===== src/rtl/seg_pkg.sv =====
// Shared constants for the seven-segment scan driver.
// Segment patterns are active-low, bits [6:0] = g..a.
package seg_pkg;

  localparam int NIB_W = 4;

  localparam logic [7:0] SEG_BLANK = 8'hFF;

  localparam logic [0:15][6:0] SEG_TABLE = {
    7'h40, 7'h79, 7'h24, 7'h30,
    7'h19, 7'h12, 7'h02, 7'h78,
    7'h00, 7'h10, 7'h08, 7'h03,
    7'h46, 7'h21, 7'h06, 7'h0E
  };

endpackage


===== src/rtl/seg_hex_decode.sv =====
// Combinational hex nibble to active-low seven-segment pattern.
// Uses the shared segment table from seg_pkg.
module seg_hex_decode
  import seg_pkg::*;
(
  input  logic [NIB_W-1:0] nibble,
  output logic [6:0]       seg
);

  assign seg = SEG_TABLE[nibble];

endmodule


===== src/rtl/seg_scan_driver.sv =====
// Multiplexed seven-segment scan driver with per-frame channel snapshot.
// Define SEG_LZ_BLANK_EN to blank leading-zero digits.
module seg_scan_driver
  import seg_pkg::*;
#(
  parameter int DIGITS   = 4,
  parameter int SEL_W    = 3,
  parameter int SCAN_DIV = 50000
) (
  input  logic                             clk,
  input  logic                             reset,
  input  logic [SEL_W-1:0]                 SW,
  input  logic [(2**SEL_W)*DIGITS*4-1:0]   data_in,
  input  logic [(2**SEL_W)*DIGITS-1:0]     dp_in,
  output logic [7:0]                       LED_display,
  output logic [DIGITS-1:0]                LED_pos,
  output logic                             frame_start
);

  localparam int CNT_W = $clog2(SCAN_DIV);
  localparam int IDX_W = (DIGITS > 1) ? $clog2(DIGITS) : 1;
  localparam int SNP_W = DIGITS * NIB_W;

  logic [CNT_W-1:0]  cnt;
  logic [IDX_W-1:0]  idx;
  logic [SNP_W-1:0]  snap_data;
  logic [DIGITS-1:0] snap_dp;
  logic              tick;
  logic              wrap;
  logic [NIB_W-1:0]  cur_nib;
  logic [6:0]        cur_seg;
  logic [7:0]        disp_next;

  logic              upd0;
  logic              fs0;
  logic              upd1;
  logic              s1_fs;
  logic [DIGITS-1:0] s1_pos;
  logic [7:0]        s1_seg;

  assign tick    = (cnt == CNT_W'(SCAN_DIV - 1));
  assign wrap    = (idx == IDX_W'(DIGITS - 1));
  assign cur_nib = snap_data[idx*NIB_W +: NIB_W];

  seg_hex_decode u_dec (
    .nibble (cur_nib),
    .seg    (cur_seg)
  );

`ifdef SEG_LZ_BLANK_EN
  logic [DIGITS-1:0] lz;
  logic              run;

  // lz[k]: digit k and everything to its left is zero with no dp
  always_comb begin
    lz  = '0;
    run = 1'b1;
    for (int k = DIGITS - 1; k >= 0; k--) begin
      run   = run & (snap_data[k*NIB_W +: NIB_W] == '0)
                  & ~snap_dp[k];
      lz[k] = run;
    end
    lz[0] = 1'b0;
  end

  always_comb begin
    disp_next = {~snap_dp[idx], cur_seg};
    if (lz[idx]) disp_next = SEG_BLANK;
  end
`else
  always_comb begin
    disp_next = {~snap_dp[idx], cur_seg};
  end
`endif

  always_ff @(posedge clk) begin
    if (reset) begin
      cnt         <= '0;
      idx         <= IDX_W'(DIGITS - 1);
      snap_data   <= '0;
      snap_dp     <= '0;
      upd0        <= 1'b0;
      fs0         <= 1'b0;
      upd1        <= 1'b0;
      s1_fs       <= 1'b0;
      s1_pos      <= '1;
      s1_seg      <= SEG_BLANK;
      LED_pos     <= '1;
      LED_display <= SEG_BLANK;
      frame_start <= 1'b0;
    end else begin
      cnt <= tick ? '0 : cnt + 1'b1;
      if (tick) begin
        idx <= wrap ? '0 : idx + 1'b1;
        if (wrap) begin
          snap_data <= data_in[SW*SNP_W +: SNP_W];
          snap_dp   <= dp_in[SW*DIGITS +: DIGITS];
        end
      end
      upd0 <= tick;
      fs0  <= tick & wrap;
      upd1 <= upd0;
      if (upd0) begin
        s1_pos <= ~(DIGITS'(1) << idx);
        s1_seg <= disp_next;
        s1_fs  <= fs0;
      end
      frame_start <= upd1 & s1_fs;
      if (upd1) begin
        LED_pos     <= s1_pos;
        LED_display <= s1_seg;
      end
    end
  end

endmodule


===== config.mk =====
export PLATFORM = sky130hd
export DESIGN_NAME = seg_scan_driver
export DESIGN_NICKNAME = d
export VERILOG_FILES = /design/src/rtl/seg_pkg.sv /design/src/rtl/seg_hex_decode.sv /design/src/rtl/seg_scan_driver.sv
export SDC_FILE = /design/constraint.sdc
export NUM_CORES = 1
export LEC_CHECK = 0
export CORE_MARGIN = 10
export CORE_UTILIZATION = 40
export DETAILED_ROUTE_END_ITERATION = 16
export PLACE_DENSITY_LB_ADDON = 0.15
export SYNTH_ARGS = -nofsm -noshare
export SYNTH_HDL_FRONTEND = slang
export SYNTH_SLANG_ARGS = --single-unit

===== constraint.sdc =====
create_clock -name clk -period 3.14 [get_ports clk]
set_input_delay 0.628 -clock clk [delete_from_list [all_inputs] [get_ports clk]]
set_output_delay 0.628 -clock clk [all_outputs]
set_load 0.01 [all_outputs]

After elaboration in Yosys (flattened, before gate mapping):

Memories as Yosys holds them, arrays and structs flattened. A register that Yosys moved wholly into a read port is not among the register bits.
Cells that the tools add are included.
Widths: inputs -> output; s select.

* bits in registers: 67
* ROM bits: 112
* input bits: 165
* output and inout port bits: 13
* logic and storage cells: 36
* memories: 1

* add/subtract/negate cells: 2
* magnitude comparators: 2
* eq/ne operators: 2
* shift-type cells: 4
* multiplexer cells: 5
* bitwise operators: 5
* reductions and logical operators: 2

Memories
* (no name shown): depth 16, width 7, read ports 1, clocked after Yosys merged registers in 1, wr ports 0, RTL line seg_hex_decode.sv:10 `assign seg = SEG_TABLE[nibble];`

Operator list (count)
* $shiftx 128x8->16: 1
* $shiftx 32x6->4: 1
* $add 16x1->16 const B: 1
* $eq 16x16->1 const B: 1
* $shiftx 16x5->4: 1
* $mux 7: 2
* $ge 5x5->1 const B: 1
* $not 4->5: 1
* $not 4->4: 1
* $shl 1x2->4 const A: 1
* $lt 2x3->1 const B: 1
* $add 2x1->2 const B: 1
* $and 1x1->1: 2
* $bmux 1 s2: 1
* $eq 2x2->1 const B: 1
* $mux 2: 1
* $reduce_and 2->1: 1
* $reduce_or 2->1: 1
* $mux 1: 1
* $not 1->1: 1

Longest topological paths before layout:

* word-level depth: 5
* mapped depth: 8
* gate-level depth less buffers: 7

Cells and area by module:

From an unflattened synthesis, not the netlist that was laid out.

* cells, all modules: 409
* area, all modules: 4370.4 um2

By module, submodules not included
* seg_scan_driver: times used 1, cells each 378, area each 4107.7 um2
* seg_hex_decode: times used 1, cells each 31, area each 262.8 um2

Worst setup path before layout:

Ideal clock, no wire load.

* kind: register to register
* start: register idx[0]
* end: register s1_seg[3]
* library setup time: 0.115 ns
* data arrival time: 1.924 ns
* setup slack: 1.101 ns
* cell stages (with the launch flop): 9
* path buffers: 1
* cells stage by stage: dfxtp_1 > buf_2 > mux4_2 > inv_1 > ha_1 > inv_1 > mux4_2 > nand2_1 > nand2_1

* longest elaborated chain between the ends: 2

Ends and longest elaborated chain
* from (decl): RTL line seg_scan_driver.sv:25 `logic [IDX_W-1:0] idx;`
* from (signal assigned): RTL line seg_scan_driver.sv:79 `idx <= IDX_W'(DIGITS - 1);`
* from (signal assigned): RTL line seg_scan_driver.sv:94 `idx <= wrap ? '0 : idx + 1'b1;`
* $shiftx 16x5->4: RTL line seg_scan_driver.sv:43 `assign cur_nib = snap_data[idx*NIB_W +: NIB_W];`
* $not 4->5 (not written as such): RTL line seg_hex_decode.sv:10
* to (decl): RTL line seg_scan_driver.sv:39 `logic [7:0] s1_seg;`

No other way between the ends.
A chain may end at the register's enable or synchronous reset.

Worst setup path after layout:

Ends and elaborated chain as after synthesis.

==> results.toml <==
[route]
totalWireLength_um = 12400
initialDrtViolationCount = 160
detail-route-antenna-nets = 0
vias = 3445
wire_per_inst_um = 18.8
viasPerCell = 5.20
firstDrtPassIters = 4
drc_errors = 0

[power_and_ir_drop]
p_switching_w = 0.000419
p_seq_share_pct = 43.6
power.leakage_nw = 2.19
p_int_w = 0.00154
combPwrFrac_pct = 19.5
power_density_nw_per_um2 = 324
power_frac_clock_pct = 36.9
peakVddDrop_mv = 0.207
swShare_pct = 21.4

[worst_setup_path]
required_ps = 3380
startpoint_type = "register"
end_kind = "register"
crit_arrival_ps = 2470
crit_fanout = 10
crit_type = "reg2reg"

[timing]
worst_slew_pin_slew_ps = 748
hold_violations = 0
clock_skew_ps = 7.16
rsz0062_at_grt = "no"
drv_slew = 0
tns_ps = 0
maxSlewHeadroom_pct = 50.0
layout_setup_ws_ps = 906
max_freq_mhz = 448
min_period_over_period_pct = 71.1
setup_viol = 0
period_needed_ps = 2230

[logic_synthesis]
synthSimpleGateAreaFrac_pct = 11.0
yosys_warnings = 0
synth.area.top_cells = "dfxtp_1 33%, mux4_2 26%, mux2i_1 6.0%"
yosys_most_used_dff = "dfxtp_1"
seq_area_frac_synth_pct = 33.3
synth_top_family_by_area = "multiplexers"
syn_area_sq_um = 4030
synth-edff-count = 0
synth_nets = 541
synth_largest_area_cell = "dfxtp_1"
synth_adder_area_share_pct = 3.42
ys_seq_elements = 67
synthXorXnorAreaFrac_pct = 2.61
synth_compound_area_share_pct = 12.7
synth_cell_type_count = 40
async_flop_share_pct = 0
synthMuxAreaShare_pct = 32.0
syn_avg_cell_area_sq_um = 11.0
synthCells = 365
synth_top_area_share_pct = 33.3

[clock_network]
cts_hold_buffers = 0
cts-root-buf = "clkbuf_8"
ctsHtreeMaxLevel = 3
cts_tree = "built"
postCtsSetupBuffers = 0
clk_pin_slew_ps = 70
cts_buffers = 9
cts_max_path_buffers = 2
clk_latency_ps = 340
cts.sinks = 67
ctsResizeCount = 0

[die]
dieArea_sq_um = 14500
coreArea_sq_um = 9770
std_cell_rows = 36
pin_count = 178
initial_core_util_pct = 41.2
fp.dieH_um = 120
fp.dieW_um = 120

[place]
place_ws_ps = 859
place_area_sq_um = 5840
gp_congestion = 0.802
io_buffers = 177
dpl.hpwl_um = 10500
dp.cells = 646

[layout]
fillCellCount = 808
fin_cells = 663
multiInputGateArea_sq_um = 2480
nets = 700
area_growth_syn_to_layout_pct = 50.3
final_area_sq_um = 6050
final_layout_size_suffix_gt1_share_pct = 13.8
regArea_sq_um = 1340

[flow_run]
drv_cap = 0

[global_route]
grt_pass1_vias = 3621
grt_pass1_wl_um = 19300
grt-ovfl-total = 0
grt.total_usage_pct = 16.7
grt_max_degree = 51
antenna_found_initial = 1

[min_path]
hold_path.class = "reg2reg"

[run_status]
status = "finished clean"
cell type report:
class	count	area share [%]
clock inverters	4	0.806
well taps	133	2.75
inverters	9	0.558
diodes	1	0.0414
multi-input cells	254	41.0
repair buffers	183	30.1
flip-flops and latches	67	22.2
clock buffers	12	2.56
logic make-up after synthesis:
family,Yosys count
mux,71
simple gates,83
xor+xnor,12
buf+inv,44
flops,67
compound gates,77
fa+ha+maj,11
power by group through the flow:
stage | registers [W] | clock network [W] | logic [W]
global placement | 0.000875 | 0 | 0.000382
global route | 0.000856 | 0.000779 | 0.000406
detailed placement | 0.000875 | 0 | 0.000387
floorplan | 0.000874 | 0 | 0.000160
CTS | 0.000855 | 0.000745 | 0.000387
finish | 0.000856 | 0.000724 | 0.000382
registers in the layout (all words and copies together) (netlist names), 2 cells and up:
register,count
snap_data,16
LED_pos,4
snap_dp,4
LED_display,8
idx,2
s1_pos,4
s1_seg,8
cnt,16
synth_stat cells (2+ instances only):
cell type  number
nand3_1         9
and4_1          4
mux2i_1        24
o22a_1          2
o21ai_0         9
a211o_1        13
nor2b_1        12
a31oi_1         2
nand2_1        12
and3_1          2
and2_1          2
mux4_2         46
buf_4           4
nand4_1         3
clkbuf_1       18
or3_1           2
nand2b_1        5
dfxtp_1        67
xor2_1          9
ha_1           11
nor3_1          3
buf_1           2
a211oi_1       20
xnor2_1         3
a21oi_1        27
inv_1           9
or2_2           2
buf_2          10
nor2_1         22
stage by stage:
step	hold slack, ps	power (W)	utilization, %
5_1_grt	460	0.00204	61.9
6_report	435	0.00196	61.9
3_3_place_gp	425	0.00126	59.8
2_1_floorplan	409	0.00103	-
3_5_place_dp	429	0.00126	59.8
4_1_cts	435	0.00199	61.9
worst paths after layout:
kind	start	to	slack [ps]	cells past startpoint
setup / recovery	idx[0]$_SDFFE_PP1N_	s1_seg[3]$_SDFFE_PP1P_	910	7
hold / removal	s1_fs$_SDFFE_PP0P_	frame_start$_SDFF_PP0_	440	2
setup reg to reg	idx[0]$_SDFFE_PP1N_	s1_seg[3]$_SDFFE_PP1P_	910	7
hold reg to reg	s1_fs$_SDFFE_PP0P_	frame_start$_SDFF_PP0_	440	2
routing by layer:
layer	up-vias	GRT usage (%)	part of all wire [%]	routed length, um
li1	1711	-	-	-
met1	1597	18.5	40	5010
met2	124	27.6	48	6020
met3	13	7.96	9.9	1230
met4	0	5.66	1.5	182
met5	-	0	0	0
critical path: stages, from the launching register on:
cell     delay [ps]
dfxtp_1         590
mux4_2          630
inv_1           150
ha_1            140
inv_1            50
mux4_2          440
nand2_1          80
nand2_1          50
placed cells by master, fill, tap and decap left out, types with 3 or more instances in the layout:
cell type | netlist | final
nor2_1 | 22 | 22
a211oi_1 | 20 | 20
clkbuf_8 | 0 | 11
inv_1 | 9 | 9
mux4_2 | 46 | 46
o21ai_0 | 9 | 9
nor3_1 | 3 | 3
dfxtp_1 | 67 | 67
nand4_1 | 3 | 3
nand2_1 | 12 | 12
xnor2_1 | 3 | 3
clkdlybuf4s50_1 | 0 | 175
a21oi_1 | 27 | 27
nor2b_1 | 12 | 12
nand3_1 | 9 | 9
and4_1 | 4 | 4
mux2i_1 | 24 | 24
buf_4 | 4 | 5
nand2b_1 | 5 | 5
ha_1 | 11 | 11
xor2_1 | 9 | 9
a211o_1 | 13 | 13
No activity file was read; power rests on OpenSTA's default activity.
